==> src/rtl/mux2to1_sync.sv <==
// 2:1 selector with a combinational output plus a registered copy, a valid flag
// and a saturating select-toggle counter for debug/coverage.
// Optional feature: define MUX2TO1_SYNC_PARITY_EN to add parity_q, the XOR of out_q.
module mux2to1_sync #(
    parameter int unsigned w     = 8,
    parameter int unsigned CNT_W = 8
) (
    input  logic             clk,
    input  logic             rst_b,
    input  logic [w-1:0]     in_0,
    input  logic [w-1:0]     in_1,
    input  logic             sel,
    input  logic             en,
    output logic [w-1:0]     out,
    output logic [w-1:0]     out_q,
    output logic             valid_q,
    output logic [CNT_W-1:0] sel_toggles
`ifdef MUX2TO1_SYNC_PARITY_EN
    ,
    output logic             parity_q
`endif
);

    logic [w-1:0]     out_d;
    logic             valid_d;
    logic             last_sel_q;
    logic             last_sel_d;
    logic [CNT_W-1:0] toggles_d;
    logic             toggle_hit;
`ifdef MUX2TO1_SYNC_PARITY_EN
    logic             parity_d;
`endif

    // Zero-latency select; the ternary merges bitwise so an unknown sel with equal inputs
    // still yields that input value.
    always_comb begin
        out = sel ? in_1 : in_0;
    end

    // A toggle needs a prior capture (valid_q) so the first capture after reset never counts.
    always_comb begin
        toggle_hit = valid_q && (sel != last_sel_q) && (sel_toggles != {CNT_W{1'b1}});
    end

    // Next-state: everything loads together on en, otherwise holds.
    always_comb begin
        out_d      = out_q;
        valid_d    = valid_q;
        last_sel_d = last_sel_q;
        toggles_d  = sel_toggles;
`ifdef MUX2TO1_SYNC_PARITY_EN
        parity_d   = parity_q;
`endif
        if (en) begin
            out_d      = out;
            valid_d    = 1'b1;
            last_sel_d = sel;
            if (toggle_hit) begin
                toggles_d = sel_toggles + {{(CNT_W-1){1'b0}}, 1'b1};
            end
`ifdef MUX2TO1_SYNC_PARITY_EN
            parity_d   = ^out;
`endif
        end
    end

    // State registers, cleared immediately by reset regardless of en.
    always_ff @(posedge clk or negedge rst_b) begin
        if (!rst_b) begin
            out_q       <= '0;
            valid_q     <= 1'b0;
            last_sel_q  <= 1'b0;
            sel_toggles <= '0;
`ifdef MUX2TO1_SYNC_PARITY_EN
            parity_q    <= 1'b0;
`endif
        end else begin
            out_q       <= out_d;
            valid_q     <= valid_d;
            last_sel_q  <= last_sel_d;
            sel_toggles <= toggles_d;
`ifdef MUX2TO1_SYNC_PARITY_EN
            parity_q    <= parity_d;
`endif
        end
    end

endmodule

==> config.mk <==
export PLATFORM = sky130hd
export DESIGN_NAME = mux2to1_sync
export DESIGN_NICKNAME = d
export VERILOG_FILES = /design/src/rtl/mux2to1_sync.sv
export SDC_FILE = /design/constraint.sdc
export NUM_CORES = 1
export LEC_CHECK = 0
export ABC_AREA = 0
export BUFFER_PORTS_ARGS = -buffer_cell sky130_fd_sc_hd__buf_2
export CORE_MARGIN = 5
export CORE_UTILIZATION = 44
export DETAILED_ROUTE_END_ITERATION = 8
export PLACE_DENSITY = 0.77
export SETUP_SLACK_MARGIN = 0.1
export SLEW_MARGIN = 20
export SYNTH_ARGS = -nofsm -noshare
export SYNTH_HDL_FRONTEND = slang
export SYNTH_SLANG_ARGS = --single-unit
==> constraint.sdc <==
create_clock -name clk -period 1.9 [get_ports clk]
set_input_delay 0.095 -clock clk [delete_from_list [all_inputs] [get_ports clk]]
set_output_delay 0.095 -clock clk [all_outputs]
set_load 0.005 [all_outputs]
-- After elaboration in Yosys (flattened, before gate mapping)
Cells that the tools add are included.
- bitwise gates (word level): 0
- mux-type cells: 1
- shift operators: 0
- div/mod/pow operators: 0
- $lt $le $gt $ge: 0
- equal/unequal tests: 2
- reductions and logical operators: 3
- add/sub/neg operators: 1
- multiply operators: 0
- operators by type and width (cell ; number):
    8-bit by 1-bit adder with 8-bit output, second input constant ; 1
    8-bit two-way mux ; 1
    8-bit inequality test, second input constant ; 1
    1-bit logical AND ; 2
    2-bit AND reduction ; 1
    1-bit inequality test ; 1
- input port bits: 20
- latch bits: 0
- RAM bits: 0
- memories kept: 0
- bits in registers: 18
- output and inout port bits: 25
- bits in read-only memories: 0

-- Logic depth before layout (Yosys ltp)
- word-level depth: 4
- depth in mapped cells: 5
- depth with buffers taken out: 5

-- Worst setup path after synthesis
OpenSTA, ideal clock, no wires.
- path kind: reg2reg
- start: register sel_toggles[0]
- end: register sel_toggles[1]
- library setup time: 0.125 ns
- clock period less this slack: 1.539 ns
- data required time: 1.775 ns
- arrival time: 1.414 ns
- path buffers: 0
- cell stages (with the launch flop): 5
- setup slack: 0.361 ns
- cells stage by stage: dfrtp_1 ha_1 nand3_2 o311a_2 mux2_4
- word-level cells in the longest chain between the ends: 3
- elaborated cells between the ends (all ways): 4
- classes of those cells: add/sub (1); eq/ne (1); reduce/logical (2)
- ends and longest elaborated chain (item ; RTL line ; source):
    start: declaration ; 17 ; output logic [CNT_W-1:0] sel_toggles
    start signal: assignment ; 81 ; sel_toggles <= toggles_d;
    parallel branches: the longest is 3 deep, another holds 8-bit by 1-bit adder with 8-bit output ; n/a ;
Parallel ways; which one is timed is not known.
A chain may end at the register's enable or synchronous reset.

-- Worst setup path in the final report
Ends and elaborated chain as after synthesis.

==> metrics.cfg <==
[min_path]
hp-class=primary input to register

[critical_path]
crit_path_end_kind=register
cp_top_family=compound AO/OA/AOI/OAI gates
worstPathCellList=ha_1 -> nand3_2 -> o311a_2 -> mux2_4
crit_required_ps=2080
crit_path_start_kind=register
worst-setup-path-type=register to register
reg2reg_slack_ps=270
crit_end=sel_toggles[1]
crit-reg2reg-capture=sel_toggles[1]
crit_path_max_incr_delay_ps=440
ff2ff_path_depth=4
timing.rr.start=sel_toggles[0]
crit_start=sel_toggles[0]
cp.depth=4
path_max_fanout=5
cp_slowest_cell=o311a_2
cp.arrival_ps=1800
path_buf_inv=0

[finish]
drive_above_1_share_pct=62.8
fin_util_pct=59.8
synthToLayoutAreaGrowth_pct=30.1
layout.nets=136
stdcell_count=140
final_area_um2=1170
diodes=0

[cts]
cts_max_level=1
clk_pin_slew_ps=90
cts_root_buf=clkbuf_4
cts_tree=built
numCtsBuffers=3
cts_setup_buffers=0
insertion_delay_ps=290
clk_path_buf_depth=2
numClockSinks=18

[grt]
overflow=0
gr-usage-all-layers_pct=13.0
gr-usage-met2_pct=22.8
grt_max_degree=19
use_met1_pct=14.2
top_usage_layer=met2
met3_usage_pct=3.26
antenna_found_initial=0
grt_pass1_vias=703
grt_pass1_wl_um=3150

[yosys]
postSynthCellCount=67
synth_area_leader_cell=dfrtp_1
synth.net_count=88
yosysWarnings=0
ys_types=27
avgSynthCellArea_um2=13.5
mappedNetlistArea_um2=902
synth_seq_cells=18
synth_top_cell_area_share_pct=49.9
synth.area.top_cells=dfrtp_1 (50%), mux2_2 (21%), xor2_4 (3.1%), xnor2_1 (2.9%), xor2_1 (1.9%)
ys_seq_area_share_pct=49.9

[detailed_routing]
routed_wl_um=1850
drtPass1Iterations=4
routed-via-count=673
drt_iter0_drc=6
ant_nets=0
via_per_inst=4.81
drc=0
avgRoutedWirePerCell_um=13.2

[timing]
tns_ps=0
hold_viol_final=0
fmax_mhz=615
fin_hold_ws_ps=177
fin_crit_ps=1630
rsz0062_at_grt=no
tightest_slew_ps=390
fin_worst_skew_ps=5.37
finalSetupViolations=0
drv_slew=0
slew_headroom_pct=74.0
fin_crit_sh_pct=85.5

[power_and_ir_drop]
power_density_nw_per_um2=971
vdd_drop_max_v=0.000483
p_leak_nw=0.564

[die]
num_rows=16
die_h_um=55.3
fp.coreArea_um2=1960
ios=45
die_area_um2=3060
start_util_pct=46.0
dieWidth_um=55.3

[placed_design]
place_congestion=0.846
dpl_cell_area_um2=1140
numPortBuffers=44
place.detailed.hpwl_um=1500
placed_cells=136

[run_status]
status=finished, final reports clean

[flow_run]
drv_cap=0

-- metal layers --
layer  routed length, µm  vias up
met5                   0        -
met4                  42        0
met3                  93        4
met2                 973       20
met1                 740      318
li1                    -      331
-- cell type report --
type,count,area (µm²)
fill,187,788
sequential,18,450
multi-input combinational,44,425
timing repair buffer,45,230
tap,27,33.8
clock buffer,3,22.5
inverter,3,11.3
-- power breakdown --
| group | internal (W) | switching, W |
|---|---|---|
| combinational | 0.000211 | 0.000159 |
| sequential | 0.000482 | 0.000107 |
| clock | 0.0000737 | 0.000106 |
| total | 0.000767 | 0.000372 |
-- timing repair --
action,4_1_cts,5_1_grt
hold buffers,1,0
resized for setup,0,0
endpoints found under the hold margin,18,0
endpoints found under the setup margin,0,0
-- placed cells by master (no fill, tap or decap) --
cell,Yosys,routed
a21oi_1,1,1
clkbuf_4,0,3
nor2_1,1,1
and2_1,1,1
mux2_2,17,17
nor3_1,1,1
nand3_1,2,2
mux2_1,1,1
nand2_2,1,1
nor3b_1,1,1
inv_1,3,3
xor2_4,1,1
buf_2,0,44
dfrtp_1,18,18
dlygate4sd3_1,0,1
o311a_2,1,1
nand2_1,1,1
ha_1,1,1
xnor2_1,3,3
mux2_4,1,1
nand3_2,1,1
or2_2,1,1
nand4_1,2,2
nor4_2,1,1
xor2_1,2,2
and4_1,1,1
o21ai_0,1,1
mux2i_1,1,1
-- Yosys cell counts (all sizes together) --
library cell / number
a21oi: 1
dfrtp: 18
nor3: 1
and4: 1
clkbuf: 1
and2: 1
nand3: 3
or2: 1
buf: 1
o311a: 1
xnor2: 3
mux2i: 1
nand4: 2
nand2: 2
mux2: 19
ha: 1
o21ai: 1
xor2: 3
nor2: 1
nor3b: 1
inv: 3
nor4: 1
-- logic make-up (layout without fill, tap and decap cells) --
| logic type | count (synthesis) | in the layout | share of synthesized area [%] |
|---|---|---|---|
| flops | 18 | 18 | 49.9 |
| xor+xnor | 6 | 6 | 7.91 |
| buf+inv | 5 | 51 | 2.91 |
| fa+ha+maj | 1 | 1 | 1.39 |
| simple gates | 14 | 14 | 10.3 |
| compound gates | 3 | 3 | 2.36 |
| mux | 20 | 20 | 25.2 |
-- metrics by stage --
step           setup slack (ps)  total power, W
4_1_cts                     267         0.00116
2_1_floorplan               361        0.000796
6_report                    275         0.00114
3_5_place_dp                291        0.000973
5_1_grt                     186         0.00123
3_3_place_gp                346        0.000957
-- state kept, by name, indices dropped and copies added, names as in the netlist --
signal / count
last_sel_q: 1
out_q: 8
sel_toggles: 8
valid_q: 1
-- worst reg2reg max path: stages, from the launching register on --
cell     delay [ps]
dfrtp_1         430
ha_1            210
nand3_2         120
o311a_2         440
mux2_4          310
-- worst min-delay path by stage --
stage / end / startpoint / cells after the start
2_1_floorplan: last_sel_q / rst_b / 0
3_3_place_gp: out_q[1] / rst_b / 1
3_5_place_dp: out_q[1] / rst_b / 1
4_1_cts: out_q[1] / in_1[1] / 3
5_1_grt: out_q[1] / in_1[1] / 3
6_report: out_q[1] / in_1[1] / 3
Power figures use the tool's default switching activity.
